**src/rtl/safe_pkg.sv**
```systemverilog
// Shared types and constants for the safe-cracking round controller.
// Contents: round state enum, code geometry, attempt limit, two-digit BCD type
// and the saturating BCD increment used by the attempt counter and the FSM.
package safe_pkg;

    localparam int DIGITS    = 4;
    localparam int CODE_W    = 2 * DIGITS;
    localparam int MAX_TRIES = 99;

    // [1] = tens, [0] = ones
    typedef logic [1:0][3:0] bcd2_t;

    typedef enum logic [1:0] {
        IDLE = 2'd0,
        PLAY = 2'd1,
        WIN  = 2'd2,
        LOSE = 2'd3
    } state_t;

    localparam bcd2_t MAX_BCD = {4'(MAX_TRIES / 10), 4'(MAX_TRIES % 10)};

    // Increment by one in BCD; holds once the attempt limit is reached.
    function automatic bcd2_t bcd2_inc(input bcd2_t v);
        bcd2_t r;
        r = v;
        if (v != MAX_BCD) begin
            if (v[0] == 4'd9) begin
                r[0] = 4'd0;
                r[1] = v[1] + 4'd1;
            end else begin
                r[0] = v[0] + 4'd1;
            end
        end
        return r;
    endfunction

endpackage

```
**src/rtl/safe_round_ctrl_bcd2_counter.sv**
```systemverilog
// Two-digit BCD attempt counter, saturating at the attempt limit.
// Ports:
//   clk    in   clock
//   reset  in   synchronous active-high reset, clears count
//   clr    in   synchronous clear (round restart)
//   inc    in   count one attempt
//   count  out  registered BCD count {tens, ones}
module bcd2_counter
    import safe_pkg::*;
(
    input  logic  clk,
    input  logic  reset,
    input  logic  clr,
    input  logic  inc,
    output bcd2_t count
);

    always_ff @(posedge clk) begin
        if (reset || clr) begin
            count <= '0;
        end else if (inc) begin
            count <= bcd2_inc(count);
        end
    end

endmodule

```
**src/rtl/safe_round_ctrl.sv**
```systemverilog
// Round controller for the safe-cracking game: freezes the secret at round
// start, scores submitted guesses, counts attempts in BCD and decides WIN/LOSE.
// Optional build macro: SAFE_REPEAT_FILTER_EN -- a guess identical to the
// previously scored one is still reported but does not cost an attempt.
// Ports:
//   clk, reset                 clock, synchronous active-high reset
//   start, submit              one-cycle key pulses
//   rng_code, guess            LFSR value, current guess (CODE_W)
//   n_correct, n_misplaced     checker results for guess vs secret
//   secret                     frozen code (to the checker)
//   tries                      BCD attempt count {tens, ones}
//   last_correct/misplaced     results of the last scored guess
//   eval_valid                 one-cycle pulse after each scored guess
//   playing, win, lose         round status flags
//
// state | meaning
// IDLE  | after reset, waiting for start
// PLAY  | round running, submits are scored
// WIN   | last scored guess was fully correct, outputs held
// LOSE  | attempt limit used up, outputs held
module safe_round_ctrl
    import safe_pkg::*;
(
    input  logic              clk,
    input  logic              reset,
    input  logic              start,
    input  logic              submit,
    input  logic [CODE_W-1:0] rng_code,
    input  logic [CODE_W-1:0] guess,
    input  logic [3:0]        n_correct,
    input  logic [3:0]        n_misplaced,
    output logic [CODE_W-1:0] secret,
    output logic [7:0]        tries,
    output logic [3:0]        last_correct,
    output logic [3:0]        last_misplaced,
    output logic              eval_valid,
    output logic              playing,
    output logic              win,
    output logic              lose
);

    state_t state;
    logic   take_start;
    logic   scored;
    logic   counted;
    logic   repeat_guess;
    logic   is_win;
    bcd2_t  next_tries;

    // start is only honoured outside PLAY; this also drops a same-cycle submit
    // in IDLE since scoring only happens in PLAY.
    assign take_start = start && (state != PLAY);
    assign scored     = submit && (state == PLAY);
    assign counted    = scored && !repeat_guess;
    assign is_win     = (n_correct == 4'(DIGITS));
    assign next_tries = bcd2_inc(tries);

`ifdef SAFE_REPEAT_FILTER_EN
    logic [CODE_W-1:0] guess_q;
    logic              guess_seen;

    // guess_seen keeps the first submit of a round counted even when the
    // guess happens to equal the cleared register value.
    assign repeat_guess = guess_seen && (guess == guess_q);

    always_ff @(posedge clk) begin
        if (reset || take_start) begin
            guess_q    <= '0;
            guess_seen <= 1'b0;
        end else if (scored) begin
            guess_q    <= guess;
            guess_seen <= 1'b1;
        end
    end
`else
    assign repeat_guess = 1'b0;
`endif

    bcd2_counter u_tries (
        .clk   (clk),
        .reset (reset),
        .clr   (take_start),
        .inc   (counted),
        .count (tries)
    );

    always_ff @(posedge clk) begin
        if (reset) begin
            state          <= IDLE;
            secret         <= '0;
            last_correct   <= '0;
            last_misplaced <= '0;
            eval_valid     <= 1'b0;
            playing        <= 1'b0;
            win            <= 1'b0;
            lose           <= 1'b0;
        end else begin
            eval_valid <= 1'b0;
            case (state)
                PLAY: begin
                    if (submit) begin
                        last_correct   <= n_correct;
                        last_misplaced <= n_misplaced;
                        eval_valid     <= 1'b1;
                        // Win outranks the limit; a filtered repeat never loses.
                        if (is_win) begin
                            state   <= WIN;
                            playing <= 1'b0;
                            win     <= 1'b1;
                        end else if (counted && (next_tries == MAX_BCD)) begin
                            state   <= LOSE;
                            playing <= 1'b0;
                            lose    <= 1'b1;
                        end
                    end
                end
                default: begin
                    if (start) begin
                        state          <= PLAY;
                        secret         <= rng_code;
                        last_correct   <= '0;
                        last_misplaced <= '0;
                        playing        <= 1'b1;
                        win            <= 1'b0;
                        lose           <= 1'b0;
                    end
                end
            endcase
        end
    end

endmodule
```
**config.mk**
```make
export PLATFORM = sky130hd
export DESIGN_NAME = safe_round_ctrl
export DESIGN_NICKNAME = d
export VERILOG_FILES = /design/src/rtl/safe_pkg.sv /design/src/rtl/safe_round_ctrl_bcd2_counter.sv /design/src/rtl/safe_round_ctrl.sv
export SDC_FILE = /design/constraint.sdc
export NUM_CORES = 1
export LEC_CHECK = 0
export ABC_AREA = 1
export CELL_PAD_IN_SITES_DETAIL_PLACEMENT = 1
export CELL_PAD_IN_SITES_GLOBAL_PLACEMENT = 1
export CORE_UTILIZATION = 31
export CTS_CLUSTER_SIZE = 20
export DETAILED_ROUTE_END_ITERATION = 10
export GPL_TIMING_DRIVEN = 0
export PLACE_DENSITY_LB_ADDON = 0.1
export SYNTH_ARGS = -nofsm -noshare
export SYNTH_HDL_FRONTEND = slang
export SYNTH_SLANG_ARGS = --single-unit
export TNS_END_PERCENT = 50
```
**constraint.sdc**
```tcl
create_clock -name clk -period 4.58 [get_ports clk]
set_input_delay 0.916 -clock clk [delete_from_list [all_inputs] [get_ports clk]]
set_output_delay 0.916 -clock clk [all_outputs]
set_load 0.02 [all_outputs]
```
==> out/metrics.csv <==
metric,value,unit
# setup viols final,0,
syn avg cell area,7.56,µm²
placer congestion estimate,0.755,
CP peak stage delay,0.66,ns
# nets final,261,
drt pass-1 iters,4,
"Core Util, Final",48.5,%
Post-Route Setup TNS,0,ns
Syn Inst Count,178,
Core Area,4090,µm²
Hold Buf Count CTS,0,
largest net degree at the start of global routing,11,
largest area contributor in the netlist,dfxtp_1,
period utilization,50.1,%
post-synthesis sequential element count,30,
family with the most delay on the worst path,buffers and inverters,
Arrival @ worst endpoint,1.38,ns
Synth Net Count,208,
RSZ-0062 raised after global routing,false,
final worst path period need,2.29,ns
Clock Path Buffers,2,
Vias,1378,
clk_skew,0.00711,ns
Crit Path Max Fanout,6,
CTS sink count,30,
Filler cells,495,
Core Rows,23,
"Slew Viols, Final",0,
kind of critical path,flop to output port,
Via density,4.90,
Pwr Total,0.000667,W
Slew HR,72.1,%
Synth Cell Area,1350,µm²
Critical path buffers and inverters,1,
DRC,0,
# diodes,0,
Post-CTS Setup Bufs,0,
Port Buffers,46,
ys flop type,dfxtp_1,
Initial Util,32.9,%
top achievable clock speed,436,MHz
routed wire length,3720,µm
register area share after synthesis,44.6,%
maxcap violations,0,
Root Buffer,clkbuf_8,
Area Overhead vs Synth,47.2,%
initial antenna violation count,0,
final hold viol count,0,
CP required,3.66,ns
antenna-violating nets left,0,
"count leader, synth",dfxtp_1,
Die X,67.9,µm
H-tree Lvls,2,
Post-synth EDFFs,0,
DP HPWL,2840,µm
Die Ht,67.9,µm
leakage,0.833,nW
TritonCTS clock tree,yes,
die area,4610,µm²
"Distinct cells, synth",23,
Post-synth top cells,"30 x dfxtp_1, 26 x inv_1, 26 x nand2_1, 24 x nor2_1, 16 x o21ai_0",
CTS Buf Count,5,
type of destination of the critical path,output port,
Worst-Margin Slew,0.418,ns
global-route wire length before repair,6040,µm
startpoint type of the worst setup path,flop,
Power per Cell Area,337,nW/µm²
CP max-delay cell,clkdlybuf4s50_1,
post-synth top area share,44.6,%
status,"finished, final reports clean",
share of cells above drive strength 1,9.96,%
cts repair resizes,0,
GR Overflow Total,0,
synth top area cells,"dfxtp_1 45%, inv_1 7.2%, nand2_1 7.2%",
# IOs,56,
Iter 0 DRT Violations,69,
Post-synth ARST share,0,%
Ys Warns,0,
critical-path cell list,clkdlybuf4s50_1,
Clock Pin Slew Worst Setup and Hold Paths,0.07,ns
gr usage total,18.1,%
worst skew pair latency,0.28,ns
HP Class,flop to flop,
Peak VDD IR,0.166,mV
number of global-route vias before repair,1344,
WL/cell,13.2,µm
per-stage QoR:
stage               hold WS (ns)  cells  instance area (µm²)  worst slack (ns)
floorplan                  0.441    178                 1350              2.82
global placement           0.444    274                 1870              2.12
detailed placement         0.459    274                 1870              2.12
CTS                        0.472    281                 1980              2.26
global route               0.487    281                 1980              2.18
finish                     0.464    281                 1980              2.29
final cells by class:
cell class / count / area (µm²) / share of cell area, %
buffer: 4 / 22.5 / 1.14
clock buffer: 6 / 82.6 / 4.17
clock inverter: 1 / 30.0 / 1.52
inverter: 28 / 105 / 5.30
multi-input combinational: 116 / 618 / 31.2
sequential: 30 / 601 / 30.3
tap: 50 / 62.6 / 3.16
timing repair buffer: 46 / 460 / 23.2
flip-flops by register name, summed over array words and instances, names as in the netlist:
register,flops
secret,8
u_tries.count,8
last_correct,4
last_misplaced,4
state,2
eval_valid,1
lose,1
playing,1
win,1
report_power, final:
group	total [W]	internal, W	switching, W
clock network	0.000272	0.000174	0.0000983
registers	0.000285	0.000275	0.00000980
logic	0.000110	0.0000511	0.0000591
cells in the final DEF (no fill, tap or decap):
| master | synthesis | routed |
|---|---|---|
| a211oi_1 | 1 | 1 |
| a21oi_1 | 11 | 11 |
| a21oi_2 | 2 | 2 |
| a32o_1 | 7 | 7 |
| buf_6 | 1 | 1 |
| bufinv_16 | 0 | 1 |
| clkbuf_1 | 3 | 3 |
| clkbuf_8 | 0 | 6 |
| clkdlybuf4s50_1 | 0 | 46 |
| dfxtp_1 | 30 | 30 |
| ha_1 | 2 | 2 |
| inv_1 | 26 | 26 |
| inv_2 | 2 | 2 |
| nand2_1 | 26 | 26 |
| nand2_2 | 3 | 3 |
| nand3_1 | 9 | 9 |
| nand3_2 | 2 | 2 |
| nand3b_1 | 1 | 1 |
| nand4_1 | 3 | 3 |
| nor2_1 | 24 | 24 |
| nor2_2 | 4 | 4 |
| nor2_4 | 2 | 2 |
| nor4_1 | 1 | 1 |
| o21ai_0 | 16 | 16 |
| o21ai_1 | 1 | 1 |
| or2_1 | 1 | 1 |
cell families (layout without fill, tap and decap cells):
kind of cell	Yosys count	in the layout	synth area share (%)
AO/OA/AOI/OAI	38	38	17.5
adder cells (fa/ha/maj)	2	2	1.86
buffers and inverters	32	85	9.48
flip-flops	30	30	44.6
AND/OR/NAND/NOR	76	76	26.6
worst register-to-register path, delay by kind of cell, from the launching register on:
kind | cells | cell delay (ns)
simple gates | 5 | 0.47
buf+inv | 4 | 0.28
flops | 1 | 0.42
fa+ha+maj | 1 | 0.19
compound gates | 2 | 0.32
metal layers:
metal	global-route usage (%)	wire length, µm
met5	0	0
met4	7.81	49
met3	4.17	175
met2	30.3	1840
met1	21.9	1650
worst paths after layout:
check	startpoint	slack, ns	cells after the start	end
hold reg to reg	lose	0.46	2	lose
setup / recovery	u_tries.count[6]	2.29	1	tries[6]
setup reg to reg	u_tries.count[5]	2.79	12	state[0]
hold / removal	lose	0.46	2	lose
(Power assumes the default switching activity.)
